==> config.mk <==
export PLATFORM = sky130hd
export DESIGN_NAME = apb_master
export DESIGN_NICKNAME = d
export VERILOG_FILES = /design/src/rtl/apb_pkg.sv /design/src/rtl/apb_addr_decoder.sv /design/src/rtl/apb_master.sv
export SDC_FILE = /design/constraint.sdc
export NUM_CORES = 1
export LEC_CHECK = 0
export ABC_CLOCK_PERIOD_IN_PS = 1600
export CORE_UTILIZATION = 30
export CTS_CLUSTER_DIAMETER = 50
export CTS_CLUSTER_SIZE = 24
export DETAILED_ROUTE_END_ITERATION = 6
export GPL_TIMING_DRIVEN = 1
export SYNTH_ARGS = -nofsm -noshare
export SYNTH_HDL_FRONTEND = slang
export SYNTH_SLANG_ARGS = --single-unit
==> constraint.sdc <==
create_clock -name clk -period 1.6 [get_ports clk]
set_input_delay 0.4 -clock clk [delete_from_list [all_inputs] [get_ports clk]]
set_output_delay 0.4 -clock clk [all_outputs]
set_load 0.02 [all_outputs]
==> src/rtl/apb_pkg.sv <==
// ============================================================================
// Module : apb_pkg
// Brief  : Shared widths, FSM encoding and slot decode codes for apb_master.
// Rev    : 1.0 - initial release
// ============================================================================
`default_nettype none

package apb_pkg;

  localparam int APB_AW   = 12;
  localparam int APB_DW   = 32;
  localparam int APB_NSLV = 3;

  // FSM encoding, kept as plain constants so older tools can consume it too
  localparam logic [1:0] ST_IDLE   = 2'd0;
  localparam logic [1:0] ST_SETUP  = 2'd1;
  localparam logic [1:0] ST_ACCESS = 2'd2;

  typedef enum logic [1:0] {
    APB_IDLE   = ST_IDLE,
    APB_SETUP  = ST_SETUP,
    APB_ACCESS = ST_ACCESS
  } apb_state_t;

  // addr[9:8] slot codes; 2'b00 is left unmapped
  localparam logic [1:0] SLOT0_CODE = 2'b01;
  localparam logic [1:0] SLOT1_CODE = 2'b10;
  localparam logic [1:0] SLOT2_CODE = 2'b11;

  function automatic logic [APB_NSLV-1:0] slot_onehot(input logic [1:0] code);
    logic [APB_NSLV-1:0] sel;
    sel = '0;
    case (code)
      SLOT0_CODE: sel = 3'b001;
      SLOT1_CODE: sel = 3'b010;
      SLOT2_CODE: sel = 3'b100;
      default:    sel = 3'b000;
    endcase
    return sel;
  endfunction

endpackage

`default_nettype wire

==> src/rtl/apb_addr_decoder.sv <==
// ============================================================================
// Module : apb_addr_decoder
// Brief  : Combinational 12-bit address to one-hot slave select decode.
// Rev    : 1.0 - initial release
// ============================================================================
`default_nettype none

module apb_addr_decoder
  import apb_pkg::*;
(
  input  logic [APB_AW-1:0]   i_addr,
  output logic [APB_NSLV-1:0] o_sel,
  output logic                o_mapped
);

  logic [APB_NSLV-1:0] w_sel;

  always_comb begin
    w_sel = slot_onehot(i_addr[9:8]);
  end

  assign o_sel    = w_sel;
  assign o_mapped = |w_sel;

endmodule

`default_nettype wire

==> src/rtl/apb_master.sv <==
// ============================================================================
// Module : apb_master
// Brief  : APB3 bridge master - local request to registered IDLE/SETUP/ACCESS.
// Rev    : 1.0 - initial release
// ============================================================================
`default_nettype none

module apb_master
  import apb_pkg::*;
(
  input  logic                clk,
  input  logic                rst,
  input  logic                sel,
  input  logic [APB_AW-1:0]   addr_in,
  input  logic                wr_in,
  input  logic [APB_DW-1:0]   data_in,
  input  logic                ready,
  output logic [APB_NSLV-1:0] sel_port,
  output logic                en,
  output logic                wr_out,
  output logic [APB_AW-1:0]   addr_out,
  output logic [APB_DW-1:0]   data_out
);

  logic [APB_NSLV-1:0] w_dec_sel;
  logic                w_mapped;
  logic                w_req;
  logic                w_load;

  logic [1:0]          r_state;
  logic [APB_NSLV-1:0] r_sel_port;
  logic                r_en;
  logic                r_wr;
  logic [APB_AW-1:0]   r_addr;
  logic [APB_DW-1:0]   r_data;

  apb_addr_decoder u_dec (
    .i_addr   (addr_in),
    .o_sel    (w_dec_sel),
    .o_mapped (w_mapped)
  );

  // A new transfer may be accepted from IDLE or at the completing ACCESS edge
  assign w_req  = sel & w_mapped;
  assign w_load = w_req & ((r_state == ST_IDLE) | ((r_state == ST_ACCESS) & ready));

  always_ff @(posedge clk or posedge rst) begin
    if (rst) begin
      r_state    <= ST_IDLE;
      r_sel_port <= '0;
      r_en       <= 1'b0;
    end else begin
      case (r_state)
        ST_IDLE: begin
          if (w_req) begin
            r_state    <= ST_SETUP;
            r_sel_port <= w_dec_sel;
            r_en       <= 1'b0;
          end
        end
        ST_SETUP: begin
          r_state <= ST_ACCESS;
          r_en    <= 1'b1;
        end
        ST_ACCESS: begin
          if (ready) begin
            r_en <= 1'b0;
            if (w_req) begin
              r_state    <= ST_SETUP;
              r_sel_port <= w_dec_sel;
            end else begin
              r_state    <= ST_IDLE;
              r_sel_port <= '0;
            end
          end
        end
        default: begin
          r_state    <= ST_IDLE;
          r_sel_port <= '0;
          r_en       <= 1'b0;
        end
      endcase
    end
  end

  // Payload; write data is only refreshed by writes so reads leave it untouched
  always_ff @(posedge clk or posedge rst) begin
    if (rst) begin
      r_wr   <= 1'b0;
      r_addr <= '0;
      r_data <= '0;
    end else if (w_load) begin
      r_wr   <= wr_in;
      r_addr <= addr_in;
      if (wr_in) begin
        r_data <= data_in;
      end
    end
  end

  assign sel_port = r_sel_port;
  assign en       = r_en;
  assign wr_out   = r_wr;
  assign addr_out = r_addr;
  assign data_out = r_data;

endmodule

`default_nettype wire

== After elaboration in Yosys (flattened, before gate mapping) ==
Cells that the tools add are included.

* Bits of input ports: 49
* Logic and storage cells: 35
* Flip-flop bits (word level): 51
* Output and inout port bits: 49

* Equality and inequality tests: 7
* Bitwise gates (word level): 5
* Reductions and logical operators: 5
* Multiplexer cells: 12

{| class="wikitable"
|+ Operator list
! kind !! count
|-
| $pmux 3 s3 || 2
|-
| $mux 3 || 3
|-
| $eq 2x2->1 const B || 3
|-
| $pmux 2 s3 || 1
|-
| $eq 2x1->1 const B || 2
|-
| $mux 2 || 2
|-
| $ne 2x2->1 const B || 2
|-
| $reduce_and 2->1 || 2
|-
| $and 1x1->1 || 3
|-
| $mux 1 || 3
|-
| $pmux 1 s3 || 1
|-
| $reduce_and 3->1 || 1
|-
| $reduce_or 3->1 || 1
|-
| $logic_not 2->1 || 1
|-
| $not 1->1 || 1
|-
| $or 1x1->1 || 1
|}

== Longest topological paths before layout ==
Gate-level depths: netlist (run 1).

* Depth in word-level cells: 7
* Gate-level depth with buffers: 5
* Gate-level depth less buffers: 4

== Cells and area by module ==
From an unflattened synthesis (run 1), not the netlist that was laid out.

* Cells, all modules: 115
* Area, all modules: 1953.1 um2

{| class="wikitable"
|+ Modules (own cells, without submodules)
! module !! sequential area each (um2) !! area each (um2) !! times used !! cells an instance
|-
| apb_master || 1251.2 || 1924.3 || 1 || 111
|-
| apb_addr_decoder || 0.0 || 28.8 || 1 || 4
|}

== Worst setup path before layout (run 1) ==
OpenSTA, ideal clock, no wires.

* Path kind: input port to flip-flop
* Start: input port addr_in[8]
* End: register r_data[10] (netlist: data_out[10])
* Data arrival time: 1.276 ns
* Path buffers: 1
* Required time: 1.475 ns
* Cell stages on the path: 4
* Setup slack: 0.199 ns
* Cells stage by stage: or2_4 -> nand4_4 -> buf_6 -> mux2_4

* Word-level cells in the longest chain between the ends: 6
* Elaborated cells between the ends (all ways): 8
* Those cells by class: eq/ne (3); mux (1); bitwise (2); reduce/logical (2)

{| class="wikitable"
|+ Ends and longest elaborated chain
! element !! RTL line !! source
|-
| start, declared || apb_master.sv:14 || <nowiki>input logic [APB_AW-1:0] addr_in,</nowiki>
|-
| $eq 2x2->1 or $eq 2x1->1 (tied branches) || apb_pkg.sv:33 || <nowiki>case (code)</nowiki>
|-
| $pmux 3 s3 (*) || apb_pkg.sv:33 ||
|-
| $reduce_or 3->1 (*) || apb_addr_decoder.sv:23 || <nowiki>assign o_mapped = |w_sel;</nowiki>
|-
| $and 1x1->1 (*) || apb_master.sv:44 || <nowiki>assign w_req = sel & w_mapped;</nowiki>
|-
| $and 1x1->1 (*) || apb_master.sv:45 || <nowiki>assign w_load = w_req & ((r_state == ST_IDLE) | ((r_state == ST_ACCESS) & ready));</nowiki>
|-
| $reduce_and 2->1 (no line) (*) || -- ||
|-
| end signal, assigned || apb_master.sv:96 || <nowiki>r_data <= data_in;</nowiki>
|-
| end, declared || apb_master.sv:35 || <nowiki>logic [APB_DW-1:0] r_data;</nowiki>
|}

Mark *: on every way between the ends. The rest lies on a longest branch, timed or not.
A chain may end at the register's enable or synchronous reset.

==> summary.md, run 1 <==
| Metric | Value |
|---|---|
| Max transition margin | `0.792` |
| Total grt overflow | `0` |
| Largest net degree at the start of global routing | `51` |
| Final core occ | `0.513` |
| CP required | `1200 ps` |
| Pins Over Slew Limit | `0` |
| Clk Latency, worst-skew pair | `310 ps` |
| Leak | `1.66 nW` |
| DR DRC count | `0` |
| Post-synth top area share | `0.603` |
| EDFF count, synth | `0` |
| Async set-reset flop share out of synthesis | `1.00` |
| Fin crit period | `1530 ps` |
| Port bufs | `97` |
| Worst setup SP type | `register` |
| Cts bufs inserted | `5` |
| Vias in the first global route | `1,427` |
| Initial antenna violation count | `0` |
| Critical path's slowest cell | `dfrtp_1` |
| Synth Flop Type | `dfrtp_1` |
| Cells after Synth | `117` |
| Cell taking the most area after synthesis | `dfrtp_1` |
| Cts hold-fix bufs | `0` |
| Per-cell routed wire length | `15.0 microns` |
| RSZ-0062 raised after global routing | `no` |
| Final period util | `0.956` |
| Sink Count | `50` |
| Synth unique cells | `17` |
| CP endpoint kind | `output pin` |
| CP bufs+invs | `1` |
| Sw Ratio | `0.324` |
| RD Place Congestion | `0.660` |
| Maximum root-to-sink buffer count | `2` |
| P_sw | `0.00144 W` |
| HP Class | `input port to register` |
| Max cap viols | `0` |
| Critical Path AT | `1130 ps` |
| Synth-to-Final Area Change | `61.4%` |
| Synthesized area per cell | `17.7 sq um` |
| Root buffer cell | `clkbuf_8` |
| Fin Hold WS | `439 ps` |
| IO Count | `98` |
| Internal power | `0.00301 W` |
| Top cells by count, synth | `dfrtp_1 (50), mux2_4 (37), mux2_2 (7), buf_6 (4)` |
| Worst-Margin Slew | `308 ps` |
| Row cnt | `29` |
| Sequential share of power | `0.406` |
| TritonCTS clock tree | `built` |
| Post-Syn Nets | `166` |
| Clock power share | `0.208` |
| First-pass GRT wire length | `7170 microns` |
| Total number of vias | `1,353` |
| DRT Pass-1 Iters | `4` |
| Final ANT Viol Nets | `0` |
| Register Area | `1250 sq um` |
| Gate power share | `0.387` |
| Antenna cells | `0` |
| YS warnings | `0` |
| Fill cells | `572` |
| Most frequent cell after synthesis | `dfrtp_1` |
| H-tree depth | `2` |
| Placeable core region | `6530 sq um` |
| Post-Route WL | `4610 microns` |
| Footprint of the multi-input gates | `773 sq um` |
| Sequential share of the synthesized area | `0.603` |
| Fmax | `0.654 GHz` |
| Starting Density | `0.318` |
| Power density over the cells | `1330 nW/um^2` |
| Top post-synthesis cells by area | `dfrtp_1 (60%), mux2_4 (27%), mux2_2 (3.8%), buf_6 (2.2%), nand4_4 (1.0%)` |
| Die boundary height | `85.2 microns` |
| CP Class | `register to output pin` |
| Crit-path max FO | `5` |
| #FFs+latches synth | `50` |
| Layout cells sized above 1 | `0.312` |
| Critical path's top delay family | `flip-flops` |
| Dpl hpwl | `3350 microns` |
| Drt initial violations | `34` |
| Mapped cell area | `2080 sq um` |
| Die area | `7260 sq um` |
| # setup viols final | `0` |
| GRT Util Overall | `0.130` |
| Critical path cell sequence | `dlygate4sd2_1` |
| Clock Skews | `11.9 ps` |
| CTS clk-pin slew, worst paths | `90 ps` |
| CP peak stage delay | `460 ps` |
| Worst VDD drop | `0.514 mV` |
| Power, Total | `0.00445 W` |
| Final hold violations | `0` |
| Via density | `4.39` |
| Outcome | `finished clean` |
| Net count, final | `279` |
| DIE WIDTH | `85.2 microns` |
-- power by group through the flow --
stage                     Clock [W]  Sequential, W  Combinational, W
after floorplan                   0        0.00227          0.000585
after global placement            0        0.00184           0.00197
after detailed placement          0        0.00183           0.00198
after CTS                  0.000961        0.00181           0.00173
after global routing        0.00102        0.00186           0.00182
final                      0.000925        0.00181           0.00172
-- worst paths after layout --
path | start | end | slack [ps] | cells past startpoint
setup / recovery | r_state[1] | en | 70 | 1
hold / removal | addr_in[8] | sel_port[1] | 440 | 3
setup reg to reg | r_state[0] | data_out[19] | 90 | 4
hold reg to reg | data_out[30] | data_out[30] | 500 | 1
max in group asynchronous | rst | data_out[9] | 870 | 3
min in group asynchronous | rst | data_out[23] | 470 | 3
-- logic make-up after synthesis --
family                 after synthesis  synth area share
flip-flops                          50             0.603
multiplexers                        45             0.310
AND/OR/NAND/NOR                     10            0.0464
buffers and inverters                7            0.0271
AO/OA/AOI/OAI                        5            0.0133
-- repair_timing --
item | in CTS | in global routing
setup endpoints to repair | 51 | 3
pin swaps | 0 | 2
buffers inserted | 0 | 1
resized for setup | 50 | 6
cloned | 0 | 2
-- metrics by stage --
| step | cell area (sq um) | std cells | setup TNS [ps] | worst slack [ps] |
|---|---|---|---|---|
| after floorplan | 2080 | 117 | 0 | 199 |
| after global placement | 3210 | 297 | -11960 | -317 |
| after detailed placement | 3210 | 297 | -12550 | -331 |
| after CTS | 3270 | 305 | 0 | 26.6 |
| after global routing | 3350 | 308 | 0 | 16.9 |
| final | 3350 | 308 | 0 | 70.9 |
-- routing by layer --
metal | GRT usage | part of all wire | up-vias
met5 | 0 | 0 | -
met4 | 0.0370 | 0.010 | 0
met3 | 0.0564 | 0.079 | 5
met2 | 0.206 | 0.47 | 52
met1 | 0.162 | 0.44 | 653
li1 | - | - | 643
-- state kept, by name, summed over array words and instances, names as in the netlist --
| register | count |
|---|---|
| data_out | 32 |
| addr_out | 12 |
| sel_port | 3 |
| r_state | 2 |
| wr_out | 1 |
-- cell type report --
type | instances | share of cell area
inverters | 3 | 0.00523
well taps | 77 | 0.0288
flip-flops and latches | 50 | 0.374
clock inverters | 3 | 0.0146
multi-input cells | 60 | 0.231
repair buffers | 110 | 0.326
clock buffers | 5 | 0.0205
-- layout by cell type (no fill, tap or decap), types with 3 or more instances in the layout --
cell type         n
buf_12            3
buf_4             7
clkbuf_8          5
clkdlybuf4s50_1  44
dfrtp_1          50
dlygate4sd2_1    49
dlymetal6s2s_1    4
mux2_2            7
mux2_4           37
nand2_1           3
o21ai_0           3
Note: power is estimated with default switching activity, not from simulation.
==> run 2: changes to the inputs <==
--- a/config.mk
+++ b/config.mk
@@ -6,6 +6,7 @@
 export NUM_CORES = 1
 export LEC_CHECK = 0
 export ABC_CLOCK_PERIOD_IN_PS = 1600
+export CORE_ASPECT_RATIO = 2
 export CORE_UTILIZATION = 30
 export CTS_CLUSTER_DIAMETER = 50
 export CTS_CLUSTER_SIZE = 24
==> run 2 against run 1 <==
Compared with the run above: clock power is 12% higher; clock skew is 8.5 ps lower; count of clock-buffer cells in the layout is 2 higher; largest power group unchanged; highest routed layer unchanged.
==> summary.md, run 2 (synthesized netlist as in run 1, its figures left out) <==
| Metric | Value |
|---|---|
| Outcome | `finished clean` |
| Max cap viols | `0` |
| First-pass GRT wire length | `7680 microns` |
| Sequential share of power | `0.395` |
| DR DRC count | `0` |
| Power density over the cells | `1360 nW/um^2` |
| Critical Path AT | `1710 ps` |
| P_sw | `0.00144 W` |
| Total grt overflow | `0` |
| Die boundary height | `120 microns` |
| Vias in the first global route | `1,516` |
| Maximum root-to-sink buffer count | `2` |
| GRT Util Overall | `0.146` |
| CP Class | `input port to register` |
| HP Class | `register to register` |
| Final non-filler cell total | `319` |
| Pins Over Slew Limit | `0` |
| Post-Route WL | `4880 microns` |
| Clk Latency, worst-skew pair | `280 ps` |
| Max transition margin | `0.785` |
| Starting Density | `0.311` |
| Worst setup SP type | `input port` |
| TritonCTS clock tree | `built` |
| Leak | `1.65 nW` |
| Initial antenna violation count | `0` |
| Largest register FFs | `32` |
| DIE WIDTH | `60.8 microns` |
| Final hold violations | `0` |
| Die area | `7280 sq um` |
| Critical path's slowest cell | `clkdlybuf4s50_1` |
| Via density | `4.31` |
| Commonest non-fill, non-tap cells in the layout | `dlygate4sd2_1 (53), dfrtp_1 (50), clkdlybuf4s50_1 (44), mux2_4 (37)` |
| Fmax | `0.648 GHz` |
| # setup viols final | `0` |
| RSZ-0062 raised after global routing | `no` |
| Placeable core region | `6670 sq um` |
| Clock power share | `0.226` |
| Cts bufs inserted | `5` |
| Sink Count | `50` |
| CP endpoint kind | `register` |
| Sw Ratio | `0.313` |
| Synth-to-Final Area Change | `62.9%` |
| Final core occ | `0.507` |
| Clock Skews | `3.41 ps` |
| Register Area | `1250 sq um` |
| Power, Total | `0.00460 W` |
| Final ANT Viol Nets | `0` |
| Most common cell after layout, fill and taps aside | `dlygate4sd2_1` |
| Slack of the critical path | `55.7 ps` |
| Worst-Margin Slew | `322 ps` |
| CP bufs+invs | `2` |
| Row cnt | `42` |
| DRT Pass-1 Iters | `4` |
| CP peak stage delay | `510 ps` |
| Inst Count DP | `308` |
| Drt initial violations | `15` |
| H-tree depth | `2` |
| Placement-stage worst setup slack | `-388 ps` |
| Antenna cells | `0` |
| Port bufs | `97` |
| Internal power | `0.00316 W` |
| Net count, final | `279` |
| Root buffer cell | `clkbuf_16` |
| Fill cells | `617` |
| Critical path cell sequence | `clkdlybuf4s50_1, nand4_4, buf_12, mux2_4` |
| RD Place Congestion | `0.731` |
| Largest net degree at the start of global routing | `51` |
| Layout cells sized above 1 | `0.307` |
| Footprint of the multi-input gates | `773 sq um` |
| Per-cell routed wire length | `15.3 microns` |
| Critical path's top delay family | `buffers and inverters` |
| Final period util | `0.965` |
| Worst VDD drop | `0.623 mV` |
| CP required | `1760 ps` |
| Dpl hpwl | `3560 microns` |
| Total number of vias | `1,374` |
| IO Count | `98` |
| Gate power share | `0.379` |
| Fin Hold WS | `499 ps` |
| Fin crit period | `1540 ps` |
| CTS clk-pin slew, worst paths | `60 ps` |
| Crit-path max FO | `10` |
## run 2: cell count changes in the layout (fill, tap and decap cells not counted)
| cell | before | now |
|---|---|---|
| buf_16 | 0 | 2 |
| inv_8 | 1 | 0 |
| clkbuf_1 | 0 | 1 |
| clkbuf_16 | 2 | 5 |
| inv_2 | 0 | 1 |
| clkbuf_8 | 5 | 1 |
| clkinvlp_4 | 2 | 1 |
| dlymetal6s2s_1 | 4 | 0 |
| bufinv_16 | 1 | 0 |
| dlygate4sd2_1 | 49 | 53 |
| clkinv_2 | 0 | 1 |
| inv_4 | 1 | 0 |
## run 2: final cells by class
class / count / area share
flip-flops and latches: 50 / 0.370
repair buffers: 110 / 0.321
multi-input cells: 60 / 0.229
clock buffers: 7 / 0.0422
well taps: 88 / 0.0326
inverters: 3 / 0.00444
clock inverters: 1 / 0.00148
## run 2: power groups by stage
stage | sequential, W | combinational (W) | clock [W]
2_1_floorplan | 0.00227 | 0.000585 | 0
3_3_place_gp | 0.00185 | 0.00198 | 0
3_5_place_dp | 0.00185 | 0.00199 | 0
4_1_cts | 0.00182 | 0.00177 | 0.00108
5_1_grt | 0.00187 | 0.00185 | 0.00114
6_report | 0.00182 | 0.00174 | 0.00104
## run 2: worst paths after layout
kind	cells past startpoint	slack [ps]	start	endpoint
worst max-delay path	4	60	wr_in	data_out[3]
worst min-delay path	1	500	data_out[15]	data_out[15]
worst max register to register	4	60	r_state[0]	data_out[3]
worst min register to register	1	500	data_out[15]	data_out[15]
max in group asynchronous	3	840	rst	data_out[0]
min in group asynchronous	3	540	rst	data_out[20]
## run 2: metrics by stage
step	area, sq um	TNS, ps
global placement	3230	-15110
floorplan	2080	0
detailed placement	3230	-15950
finish	3380	0
global route	3380	0
CTS	3380	0
## run 2: worst reg2reg max path, cell delays in order (launching register included)
cell     delay, ps
dfrtp_1        440
nor2b_4        200
nand4_4        240
buf_12         240
mux2_4         300
## run 2: what timing repair did
item                                    CTS  global route
pin swaps                                 1             1
buffers inserted                          1             0
hold buffers                              0             0
resized for setup                        56             1
endpoints found under the setup margin   89            11
endpoints found under the hold margin     0             0
cloned                                    2             0
## run 2: metal layers
layer	routed length, microns	part of all wire	GRT usage	up-vias
li1	-	-	-	635
met2	2900	0.59	0.275	48
met1	1690	0.35	0.149	685
met3	208	0.043	0.0248	6
met5	0	0	0	-
met4	74	0.015	0.0526	0
==> run 3: changes to the inputs <==
--- a/config.mk
+++ b/config.mk
@@ -7,11 +7,13 @@
 export LEC_CHECK = 0
 export ABC_CLOCK_PERIOD_IN_PS = 1600
 export CORE_ASPECT_RATIO = 2
-export CORE_UTILIZATION = 30
+export CORE_UTILIZATION = 37
 export CTS_CLUSTER_DIAMETER = 50
 export CTS_CLUSTER_SIZE = 24
 export DETAILED_ROUTE_END_ITERATION = 6
 export GPL_TIMING_DRIVEN = 1
+export PLACE_DENSITY = 0.76
+export SETUP_SLACK_MARGIN = 0.2
 export SYNTH_ARGS = -nofsm -noshare
 export SYNTH_HDL_FRONTEND = slang
 export SYNTH_SLANG_ARGS = --single-unit
==> run 3 against run 2 <==
Compared with the run above: hold slack improved by 0.53 ps; utilization rose by 8.9 points; first-iteration DRC count down 33%; combinational power barely moved; register-to-register slack improved by 110 ps; die area fell by 18%; critical path depth is 1 higher; final cell count decreased by 8.8%.
==> summary.md, run 3 (synthesized netlist as in run 1, its figures left out) <==
| Metric | Value |
|---|---|
| Cts bufs inserted | `5` |
| Dpl hpwl | `3300 microns` |
| CP required | `1790 ps` |
| Die boundary height | `108 microns` |
| Critical Path Sink | `data_out[21]` |
| GRT Util Overall | `0.179` |
| Final instance area | `3230 sq um` |
| Net count, final | `280` |
| Worst setup SP type | `register` |
| Cell mode on critical path | `buf_12` |
| Final period util | `0.898` |
| CP Class | `register to register` |
| Worst R2R Start | `r_state[0]` |
| Die area | `5930 sq um` |
| Max cap viols | `0` |
| DIE WIDTH | `55.0 microns` |
| H-tree depth | `2` |
| Drt initial violations | `10` |
| Final ANT Viol Nets | `0` |
| DR DRC count | `0` |
| DRT Pass-1 Iters | `4` |
| Number of cells on the critical path | `5` |
| Leak | `1.58 nW` |
| Vias in the first global route | `1,470` |
| IO Count | `98` |
| Worst-Margin Slew | `355 ps` |
| Critical path cell sequence | `nor2b_4, nand4_4, buf_12, buf_12, mux2_4` |
| First-pass GRT wire length | `7290 microns` |
| Power density over the cells | `1320 nW/um^2` |
| Worst R2R End | `data_out[21]` |
| Inst Count DP | `278` |
| Port bufs | `97` |
| Fin Hold WS | `499 ps` |
| # setup viols final | `0` |
| Critical path's slowest cell | `dfrtp_1` |
| CTS clk-pin slew, worst paths | `90 ps` |
| Cts hold-fix bufs | `0` |
| Crit-path max FO | `8` |
| Final non-filler cell total | `291` |
| Post-Route WL | `4730 microns` |
| Sequential share of power | `0.428` |
| Sink Count | `50` |
| Layout cells sized above 1 | `0.524` |
| Placed Area | `3180 sq um` |
| Internal power | `0.00283 W` |
| Fill cells | `462` |
| Launch point of the critical path | `r_state[0]` |
| Total number of vias | `1,386` |
| CP peak stage delay | `440 ps` |
| CP endpoint kind | `register` |
| Total grt overflow | `0` |
| Fin crit period | `1440 ps` |
| Root buffer cell | `clkbuf_8` |
| CP bufs+invs | `2` |
| Placeable core region | `5420 sq um` |
| Clk Latency, worst-skew pair | `300 ps` |
| Clock power share | `0.164` |
| Worst VDD drop | `0.989 mV` |
| Flop-to-flop setup slack | `160 ps` |
| Outcome | `finished clean` |
| Commonest non-fill, non-tap cells in the layout | `dfrtp_1 (49), clkdlybuf4s50_1 (43), mux2_4 (38), buf_2 (20), clkbuf_2 (17)` |
| P_sw | `0.00143 W` |
| Placement-stage worst setup slack | `-332 ps` |
| Initial antenna violation count | `0` |
| Final hold violations | `0` |
| Critical Path AT | `1620 ps` |
| Fmax | `0.696 GHz` |
| Synth-to-Final Area Change | `55.6%` |
| TritonCTS clock tree | `built` |
| HP Class | `input port to asynchronous set/reset pin` |
| Largest register FFs | `32` |
| Clock Skews | `5.22 ps` |
| Row cnt | `38` |
| Largest net degree at the start of global routing | `51` |
| Critical path's top delay family | `flip-flops` |
| RD Place Congestion | `0.744` |
| Slack of the critical path | `163 ps` |
| Starting Density | `0.383` |
| Via density | `4.76` |
| Antenna cells | `0` |
| Most common cell after layout, fill and taps aside | `dfrtp_1` |
| Gate power share | `0.408` |
| Max transition margin | `0.761` |
| Maximum root-to-sink buffer count | `2` |
| RSZ-0062 raised after global routing | `yes` |
| Sw Ratio | `0.337` |
| Per-cell routed wire length | `16.3 microns` |
| Pins Over Slew Limit | `0` |
| R2R cell count | `5` |
run 3: changes by cell type in the layout (fill, tap and decap cells not counted), sizes merged:
cell           change
clkbuf            +16
buf               +20
bufbuf             +1
dlygate4sd2       -48
clkinvlp           +1
inv                -1
clkdlybuf4s15     +12
clkdlybuf4s50      -1
run 3: per-layer routing:
layer  track usage  wire length [microns]  vias up  part of all wire
li1              -                      -      637                 -
met1         0.175                   1570      680              0.33
met5             0                      0        -                 0
met4        0.0714                     83        0             0.018
met2         0.314                   2720       64              0.57
met3        0.0720                    358        5             0.076
run 3: worst min-delay path by stage:
| stage | end | slack [ps] |
|---|---|---|
| after CTS | data_out[16] | 490 |
| after floorplan | addr_out[0] | 440 |
| final | data_out[13] | 500 |
| after global placement | addr_out[8] | 490 |
| after global routing | data_out[22] | 510 |
| after detailed placement | data_out[24] | 490 |
run 3: cell type report:
cell class | instances | area (sq um) | share of cell area
clock buffers | 6 | 72.6 | 0.0225
clock inverters | 1 | 7.51 | 0.00232
inverters | 3 | 27.5 | 0.00852
multi-input cells | 60 | 777 | 0.241
flip-flops and latches | 50 | 1250 | 0.388
well taps | 60 | 75.1 | 0.0232
repair buffers | 111 | 1020 | 0.315
run 3: per-stage QoR:
step / TNS [ps] / utilization / power (W)
after floorplan: 0 / - / 0.00285
after global routing: 0 / 0.596 / 0.00450
after global placement: -11780 / 0.586 / 0.00380
final: 0 / 0.596 / 0.00426
after detailed placement: -12780 / 0.586 / 0.00382
after CTS: 0 / 0.633 / 0.00449
run 3: timing repair:
item	in CTS	in global routing
resized for setup	145	37
buffers inserted	3	0
setup endpoints to repair	93	80
pin swaps	2	1
cloned	3	0
run 3: worst register-to-register path, cell delays in order (launching register included):
cell and delay [ps]:
dfrtp_1 440, nor2b_4 160, nand4_4 110, buf_12 170, buf_12 140, mux2_4 300
run 3: power by group through the flow:
stage                     combinational [W]  clock (W)  sequential [W]
final                               0.00174   0.000700         0.00182
after global routing                0.00184   0.000790         0.00187
after CTS                           0.00192   0.000741         0.00183
after detailed placement            0.00198          0         0.00184
after global placement              0.00196          0         0.00184
after floorplan                    0.000585          0         0.00227
